<file path="src/rtl/serial_sub.sv">
// Bit-serial subtractor: one full-subtractor cell plus a borrow flop,
// LSB first, with a start/busy/done handshake.
module serial_sub #(
  parameter int WIDTH = 8
) (
  input  logic             clk,
  input  logic             rst_n,
  input  logic             start,
  input  logic [WIDTH-1:0] a,
  input  logic [WIDTH-1:0] b,
  input  logic             bin,
  output logic             busy,
  output logic             done,
  output logic [WIDTH-1:0] diff,
  output logic             bout,
  output logic             ovf
);

  localparam int CW = $clog2(WIDTH);

  localparam logic [1:0] S_IDLE  = 2'd0;
  localparam logic [1:0] S_SHIFT = 2'd1;
  localparam logic [1:0] S_DONE  = 2'd2;

  logic [1:0]       state_q, state_d;
  logic [WIDTH-1:0] a_q, a_d;
  logic [WIDTH-1:0] b_q, b_d;
  logic [WIDTH-1:0] acc_q, acc_d;
  logic [WIDTH-1:0] diff_q, diff_d;
  logic [CW-1:0]    cnt_q, cnt_d;
  logic             br_q, br_d;
  logic             bout_q, bout_d;
  logic             ovf_q, ovf_d;

  logic a0, b0, d_bit, br_nxt;
  logic ready, accept, last;

  always_comb begin
    a0     = a_q[0];
    b0     = b_q[0];
    d_bit  = a0 ^ b0 ^ br_q;
    br_nxt = (~a0 & b0) | (~(a0 ^ b0) & br_q);
    last   = (cnt_q == CW'(WIDTH - 1));
    ready  = (state_q == S_IDLE)
           | (state_q == S_DONE);
    accept = ready & start;
  end

  always_comb begin
    state_d = state_q;
    a_d     = a_q;
    b_d     = b_q;
    acc_d   = acc_q;
    cnt_d   = cnt_q;
    br_d    = br_q;
    diff_d  = diff_q;
    bout_d  = bout_q;
    ovf_d   = ovf_q;
    unique case (1'b1)
      accept: begin
        state_d = S_SHIFT;
        a_d     = a;
        b_d     = b;
        br_d    = bin;
        cnt_d   = '0;
      end
      (state_q == S_SHIFT): begin
        a_d   = a_q >> 1;
        b_d   = b_q >> 1;
        acc_d = {d_bit, acc_q[WIDTH-1:1]};
        br_d  = br_nxt;
        cnt_d = cnt_q + CW'(1);
        if (last) begin
          // br_q is the borrow into the MSB on this step
          state_d = S_DONE;
          diff_d  = {d_bit, acc_q[WIDTH-1:1]};
          bout_d  = br_nxt;
          ovf_d   = br_q ^ br_nxt;
        end
      end
      default: begin
        state_d = S_IDLE;
      end
    endcase
  end

  always_ff @(posedge clk or negedge rst_n) begin
    if (!rst_n) begin
      state_q <= S_IDLE;
      a_q     <= '0;
      b_q     <= '0;
      acc_q   <= '0;
      cnt_q   <= '0;
      br_q    <= 1'b0;
      diff_q  <= '0;
      bout_q  <= 1'b0;
      ovf_q   <= 1'b0;
    end else begin
      state_q <= state_d;
      a_q     <= a_d;
      b_q     <= b_d;
      acc_q   <= acc_d;
      cnt_q   <= cnt_d;
      br_q    <= br_d;
      diff_q  <= diff_d;
      bout_q  <= bout_d;
      ovf_q   <= ovf_d;
    end
  end

  assign busy = (state_q == S_SHIFT);
  assign done = (state_q == S_DONE);
  assign diff = diff_q;
  assign bout = bout_q;
  assign ovf  = ovf_q;

endmodule

</file>
<file path="config.mk">
export PLATFORM = sky130hd
export DESIGN_NAME = serial_sub
export DESIGN_NICKNAME = d
export VERILOG_FILES = /design/src/rtl/serial_sub.sv
export SDC_FILE = /design/constraint.sdc
export NUM_CORES = 1
export LEC_CHECK = 0
export ABC_AREA = 1
export CAP_MARGIN = 10
export CELL_PAD_IN_SITES_DETAIL_PLACEMENT = 2
export CELL_PAD_IN_SITES_GLOBAL_PLACEMENT = 2
export CORE_MARGIN = 4
export CORE_UTILIZATION = 33
export DETAILED_ROUTE_END_ITERATION = 8
export GPL_ROUTABILITY_DRIVEN = 0
export GPL_TIMING_DRIVEN = 0
export HOLD_SLACK_MARGIN = 0.1
export PLACE_DENSITY_LB_ADDON = 0.1
export SLEW_MARGIN = 20
export SYNTH_ARGS = -nofsm -noshare
export SYNTH_HDL_FRONTEND = slang
export SYNTH_SLANG_ARGS = --single-unit
</file>
<file path="constraint.sdc">
create_clock -name clk -period 3.9 [get_ports clk]
set_clock_uncertainty 0.15 [all_clocks]
set_input_delay 0.39 -clock clk [delete_from_list [all_inputs] [get_ports clk]]
set_output_delay 0.39 -clock clk [all_outputs]
set_load 0.02 [all_outputs]
</file>
* Word-level counts from Yosys, hierarchy flattened
Cells that the tools add are included.
** Cells by class
- Bitwise operators :: 10
- Mux-type cells :: 6
- Equality and inequality tests :: 4
- Reduce and logical (&&, ||, !) cells :: 3
- Add/sub/neg operators :: 1
** Operators with widths (number)
- $pmux 8 s2 :: 2
- $pmux 3 s2 :: 1
- $pmux 2 s2 :: 1
- $add 3x1->3 const B :: 1
- $and 1x1->1 :: 3
- $eq 3x3->1 const B :: 1
- $xor 1x1->1 :: 3
- $eq 2x1->1 const B :: 1
- $eq 2x2->1 const B :: 1
- $logic_not 2->1 :: 1
- $mux 2 :: 1
- $ne 2x1->1 const B :: 1
- $not 1->1 :: 2
- $or 1x1->1 :: 2
- $pmux 1 s2 :: 1
- $reduce_and 2->1 :: 1
- $reduce_bool 2->1 :: 1
** Storage, ports and cells
- Input port bits :: 20
- Output and inout port bits :: 12
- Register bits after elaboration :: 40

* Logic depth before layout (Yosys ltp)
Gate-level depths: netlist of the first run.
- Word-level depth :: 5
- Mapped depth :: 8

* Least setup slack after synthesis of the first run
No wires, ideal clock.
- Kind :: register to output
- Start point :: reg state_q[0]
- End point :: out done
- Data required time :: 3360 ps
- Slack :: 2404 ps
- Cell stages (with the launch flop) :: 4
- Arrival time :: 956 ps
- Cell sequence :: dfrtp_1 > buf_6 > buf_2 > nor2_1
** On the way
- Word-level cells in the longest chain between the ends :: 1
** Ends and longest elaborated chain
- start, declared :: RTL line 25 : logic [1:0] state_q, state_d;
- start signal, assigned :: RTL line 99 : state_q <= state_d;
- $eq 2x2->1 :: RTL line 112 : assign done = (state_q == S_DONE);
- end, declared :: RTL line 13 : output logic done,
Every way passes these cells.

* Final worst setup path of the first run
Same ends and word-level chain as after synthesis.

==> summary.md, run 1 <==
| Metric | Value |
|---|---|
| Crit path max fanout | 10 |
| Number of port buffers | 31 |
| Delay-heaviest family, CP | buffers and inverters |
| Number of routed nets with antenna violations | 0 |
| Sequential Power Share | approximately 36% |
| Nets@finish | approximately 290 |
| CP max-delay cell | clkdlybuf4s50_1 |
| Switching share of power | between 40% and 50% |
| Grt ovf | 0 |
| Synthesized flop and latch total | 39 |
| Data arrival, critical path | roughly 1.7 ns |
| # DRC | 0 |
| Worst-Skew Late Latency | around 0.28 ns |
| Min-delay worst type | register to register |
| Detailed-router iteration count before antenna repair | 4 |
| H-tree depth | 2 |
| Fin crit period | 2.27 ns |
| Row cnt | 27 |
| Die Y | ~84 um |
| Wire per inst | between 10 and 15 um |
| Yosys cell types | 19 |
| Clock share of power | a little over an eighth |
| Setup CP Type | register to primary output |
| Clk pin slew, worst setup/hold paths | ~0.070 ns |
| Status | finished, final reports clean |
| Commonest non-fill, non-tap cell in the layout | nand2_1 |
| Most frequent cells in the layout | nand2_1 (75), inv_1 (41), dfrtp_1 (39) |
| Clock tree buffer depth | 2 |
| Final-layout fill cell count | ~650 |
| DRT iter0 DRCs | 42 |
| Max incr delay on CP | 0.61 ns |
| Final TNS setup | 0 ns |
| Cell Chain, Critical Path | buf_6 -> buf_2 -> nor2_1 -> clkdlybuf4s50_1 |
| Global-route usage over all layers | between 10% and 20% |
| Max-cap violation count | 0 |
| Peak supply drop | 0.255 mV |
| Post-Layout Inst Area | approximately 0.0024 mm2 |
| Post_cts resized | 0 |
| Psw | 0.000830 W |
| Core box area | between 0.005 and 0.006 mm2 |
| Relative slew slack | 67.1% |
| Min Hold Slack | between 0.3 and 0.4 ns |
| Die area | roughly 0.0070 mm2 |
| Startpoint types | register |
| Total CTS buffers | 5 |
| Die Wd | between 80 and 90 um |
| # IOs | 32 |
| Syn Inst Count | approximately 230 |
| Pint | roughly 0.0011 W |
| HPWL Detailed | about 3400 um |
| Fin crit share | 58.2% |
| RSZ-0062 raised after global routing | false |
| CTS root buf | clkbuf_8 |
| Crit path required time | 3.36 ns |
| Place WS | ~1.9 ns |
| Synthesis-to-finish area growth | 26.7% |
| Post-synthesis sequential area ratio | about half |
| Synthesized area | between 0.0015 and 0.002 mm2 |
| Synthesized Nets | approximately 250 |
| Worst-margin pin slew | a little under 0.5 ns |
| PD cells | about 800 mW/mm2 |
| Fmax | ~440 MHz |
| Antenna cells | 0 |
| Leakage | roughly 1.3 nW |
| Initial Utilization | between 30% and 40% |
| Yosys Warn Count | 0 |
| Final Slew Violations | 0 |
| Initial antenna violation count | 0 |
| CTS Sinks | 39 |
| DR vias/cell | approximately 4.6 |
| First-pass GRT wire length | about 8000 um |
| Number of global-route vias before repair | 1692 |
| Comb pwr share | 51.2% |
| Setup WS post-layout | 1.63 ns |
| Drt total wl | roughly 4500 um |
| Crit path capture type | primary output |
| Setup violations, final | 0 |
| Crit path buf inv count | 3 |
| Syn Area/Cell | a little over 8 um2 |
| Placed Area | around 0.0023 mm2 |
| Largest net degree at the start of global routing | 22 |
| Final Hold Viols | 0 |
| Vias | between 1.5k and 2k |
| Layout cells sized above 1 | 12.0% |
| CTS tree | done |
-- metrics by stage --
step	std cells	util [%]	power, W
2_1_floorplan	228	-	0.00140
3_3_place_gp	331	41.4	0.00170
3_5_place_dp	332	41.8	0.00173
4_1_cts	339	43.2	0.00200
5_1_grt	339	43.2	0.00217
6_report	339	43.2	0.00195
-- what timing repair did --
item	in CTS	in global routing
hold buffers	1	0
endpoints found under the hold margin	18	0
endpoints found under the setup margin	0	0
buffers inserted	0	0
-- state kept, by name, summed over array words and instances, names as in the netlist --
name     count
a_q          8
b_q          8
diff         8
acc_q        7
cnt_q        3
state_q      2
bout         1
br_q         1
ovf          1
-- routing by layer --
metal,part of all wire [%],track usage (%),routed length [um]
met5,0,0,0
met4,0.98,3.95,44
met3,3.0,3.75,134
met2,49,23.8,2220
met1,47,18.1,2100
-- worst paths after layout --
kind,from,endpoint,slack [ns],cells past startpoint
setup / recovery,state_q[0],done,1.63,4
hold / removal,cnt_q[2],cnt_q[2],0.33,2
setup reg to reg,cnt_q[0],diff[0],2.36,6
hold reg to reg,cnt_q[2],cnt_q[2],0.33,2
max in group asynchronous,rst_n,a_q[1],2.67,3
min in group asynchronous,rst_n,acc_q[7],0.46,2
-- synth_stat cells --
master / n / area (um2)
xnor2_1: 1 / 8.76
buf_2: 4 / 20.0
nand3_1: 29 / 145
buf_6: 4 / 45.0
nand2_2: 1 / 6.26
nor2_4: 1 / 11.3
inv_2: 1 / 3.75
inv_4: 2 / 12.5
a21oi_1: 1 / 5.00
inv_1: 41 / 154
nand2_1: 75 / 282
nand2_4: 3 / 33.8
dfrtp_1: 39 / 976
buf_4: 1 / 7.51
o21ai_0: 10 / 50.1
ha_1: 2 / 25.0
nor2_1: 4 / 15.0
o21ai_2: 8 / 70.1
fa_1: 1 / 20.0
-- power groups by stage --
stage                     combinational [W]  sequential (W)  clock (W)
after floorplan                    0.000657        0.000742          0
after global placement             0.000997        0.000701          0
after detailed placement            0.00103        0.000709          0
after CTS                           0.00103        0.000703   0.000265
after global routing                0.00115        0.000727   0.000289
final                               0.00100        0.000700   0.000255
-- worst register-to-register path, cell delays in order, from the launching register on --
cell,delay (ns)
dfrtp_1,0.41
ha_1,0.21
ha_1,0.24
nand2_4,0.15
buf_6,0.19
nand2_1,0.07
nand2_1,0.06
-- kinds of logic after synthesis --
group	after synthesis	synth area share [%]
AO/OA/AOI/OAI	19	6.62
buffers and inverters	53	12.8
AND/OR/NAND/NOR	113	26.1
XOR/XNOR	1	0.463
flip-flops	39	51.6
adder cells (fa/ha/maj)	3	2.38
-- cell type report --
| class | instances | area (um2) | area share, % |
|---|---|---|---|
| multi-input cells | 136 | 672 | 28.0 |
| well taps | 72 | 90.1 | 3.76 |
| inverters | 44 | 170 | 7.10 |
| clock buffers | 6 | 72.6 | 3.03 |
| plain buffers | 9 | 72.6 | 3.03 |
| repair buffers | 33 | 343 | 14.3 |
| flip-flops and latches | 39 | 976 | 40.7 |
Note: power is estimated with default switching activity, not from simulation.
==> run 2: changes to the inputs <==
CORE_UTILIZATION = 31   (was 33)
clock period = 2.1 ns   (was 3.9 ns; I/O delays follow)
==> summary.md, run 2 (synthesis gave the netlist of run 1 again) <==
| Metric | Value |
|---|---|
| HPWL Detailed | 3470 um |
| H-tree depth | 2 |
| Leakage | 1.26 nW |
| Most frequent cells in the layout | nand2_1 (75), inv_1 (41), dfrtp_1 (39) |
| Fmax | between 500 and 600 MHz |
| Final Slew Violations | 0 |
| Crit path max fanout | 10 |
| Final-layout fill cell count | 704 |
| Setup violations, final | 0 |
| Clock tree buffer depth | 2 |
| Setup CP Type | register to primary output |
| Psw | 0.00160 W |
| Initial Utilization | approximately a third |
| CP max-delay cell | dfrtp_1 |
| Max incr delay on CP | between 0.4 and 0.5 ns |
| Data arrival, critical path | about 1.5 ns |
| Largest net degree at the start of global routing | 22 |
| Detailed-router iteration count before antenna repair | 4 |
| Antenna cells | 0 |
| Nets@finish | a little under 300 |
| Grt ovf | 0 |
| First-pass GRT wire length | between 8000 and 9000 um |
| Die area | 0.00741 mm2 |
| Peak supply drop | between 0.4 and 0.5 mV |
| M3 GR Usage | under 10% |
| Core box area | 0.00592 mm2 |
| # DRC | 0 |
| Post-Layout Inst Area | about 0.0024 mm2 |
| Placed Area | between 0.002 and 0.0025 mm2 |
| R2R cell count | 6 |
| Max-cap violation count | 0 |
| Wire per inst | 13.8 um |
| Reg-to-reg slack, setup | about 0.54 ns |
| Drt total wl | about 4700 um |
| Layout cells sized above 1 | roughly an eighth |
| Synthesis-to-finish area growth | 27.5% |
| Crit path required time | about 1.7 ns |
| DR vias/cell | about 4.6 |
| Number of port buffers | 31 |
| Die Wd | between 80 and 90 um |
| CTS tree | done |
| Setup WS post-layout | ~0.23 ns |
| Cell Chain, Critical Path | inv_2 -> buf_2 -> nor2_1 -> dlygate4sd2_1 |
| Comb pwr share | about half |
| Status | finished, final reports clean |
| Min-delay worst type | input port to asynchronous set/reset pin |
| Place WS | roughly 0.32 ns |
| Total CTS buffers | 5 |
| Final Hold Viols | 0 |
| PD cells | about 1500 mW/mm2 |
| DRT iter0 DRCs | 42 |
| GR Util met2 | 24.2% |
| Pint | 0.00209 W |
| Relative slew slack | between 60% and 70% |
| GR Layer Usage met1 | between 15 and 20% |
| Row cnt | 28 |
| Fin crit period | around 1.9 ns |
| Startpoint types | register |
| Footprint of the multi-input gates | around 670 um2 |
| Worst-margin pin slew | between 0.5 and 0.6 ns |
| Vias | about 1.6k |
| Register area | 976 um2 |
| Most Crowded Layer GR | met2 |
| Clock share of power | 13.8% |
| Number of routed nets with antenna violations | 0 |
| CTS root buf | clkbuf_8 |
| RSZ-0062 raised after global routing | false |
| Die Y | roughly 86 um |
| Post-CTS Repair Setup Buffers | 0 |
| Crit path capture type | primary output |
| Worst-Skew Late Latency | approximately 0.29 ns |
| R2R Path End | ovf |
| Switching share of power | between 40% and 50% |
| # IOs | 32 |
| Delay-heaviest family, CP | buffers and inverters |
| Reg-to-Reg Start | cnt_q[0] |
| Crit path depth | 4 |
| Global-route usage over all layers | around 14% |
| Fin crit share | between 80% and 90% |
| CTS Sinks | 39 |
| Sequential Power Share | around a third |
| Initial antenna violation count | 0 |
| Number of global-route vias before repair | ~1.7k |
| Clk pin slew, worst setup/hold paths | 0.08 ns |
| Crit path buf inv count | 3 |
| Commonest non-fill, non-tap cell in the layout | nand2_1 |
==> run 2: changes by cell type in the layout (fill, tap and decap cells not counted) <==
cell,change
clkinv_2,+1
clkinvlp_4,+1
dlygate4sd2_1,+2
clkdlybuf4s50_1,-2
==> run 2: worst register-to-register path, delay by kind of cell, from the launching register on <==
family / cells / cell delay (ns)
AND/OR/NAND/NOR: 3 / 0.30
adder cells (fa/ha/maj): 2 / 0.46
flip-flops: 1 / 0.41
buffers and inverters: 1 / 0.18
==> run 2: routing by layer <==
| metal | vias up | part of all wire [%] |
|---|---|---|
| met5 | - | 0 |
| met4 | 0 | 1.2 |
| met3 | 5 | 3.6 |
| met2 | 24 | 48 |
| met1 | 773 | 47 |
| li1 | 765 | - |
==> run 2: area by class of cell <==
cell class                 count  area share [%]
buffer                         9            3.01
clock inverter                 2           0.519
tap                           75            3.89
sequential                    39            40.5
multi-input combinational    136            27.9
inverter                      44            7.06
timing repair buffer          33            14.1
clock buffer                   6            3.01
==> run 2: stage by stage <==
stage | setup TNS, ns | hold WS, ns | power [W] | util (%) | std cells
after floorplan | 0 | -0.236 | 0.00260 | - | 228
final | 0 | 0.274 | 0.00369 | 40.7 | 344
after CTS | 0 | 0.284 | 0.00378 | 40.7 | 344
after detailed placement | 0 | 0.0697 | 0.00325 | 39.1 | 335
after global routing | 0 | 0.314 | 0.00409 | 40.7 | 344
after global placement | -17.20 | 0.311 | 0.00316 | 38.8 | 334
==> run 2: how the worst max path moves through the flow <==
stage,start,end,slack (ns)
5_1_grt,state_q[1],done,0.14
3_5_place_dp,state_q[0],done,0.32
3_3_place_gp,rst_n,a_q[3],-0.44
6_report,state_q[1],done,0.23
2_1_floorplan,cnt_q[0],diff[0],0.73
4_1_cts,state_q[1],done,0.20
==> run 2: power groups by stage <==
stage                     combinational, W  clock [W]  sequential [W]
after floorplan                    0.00122          0         0.00138
after global placement             0.00186          0         0.00130
after detailed placement           0.00194          0         0.00132
after CTS                          0.00195   0.000529         0.00131
after global routing               0.00218   0.000568         0.00135
final                              0.00188   0.000508         0.00130
==> run 2: timing repair <==
| item | 4_1_cts | 5_1_grt |
|---|---|---|
| endpoints found under the hold margin | 20 | 0 |
| hold buffers | 1 | 0 |
| gates resized for setup | 2 | 0 |
| endpoints found under the setup margin | 2 | 0 |
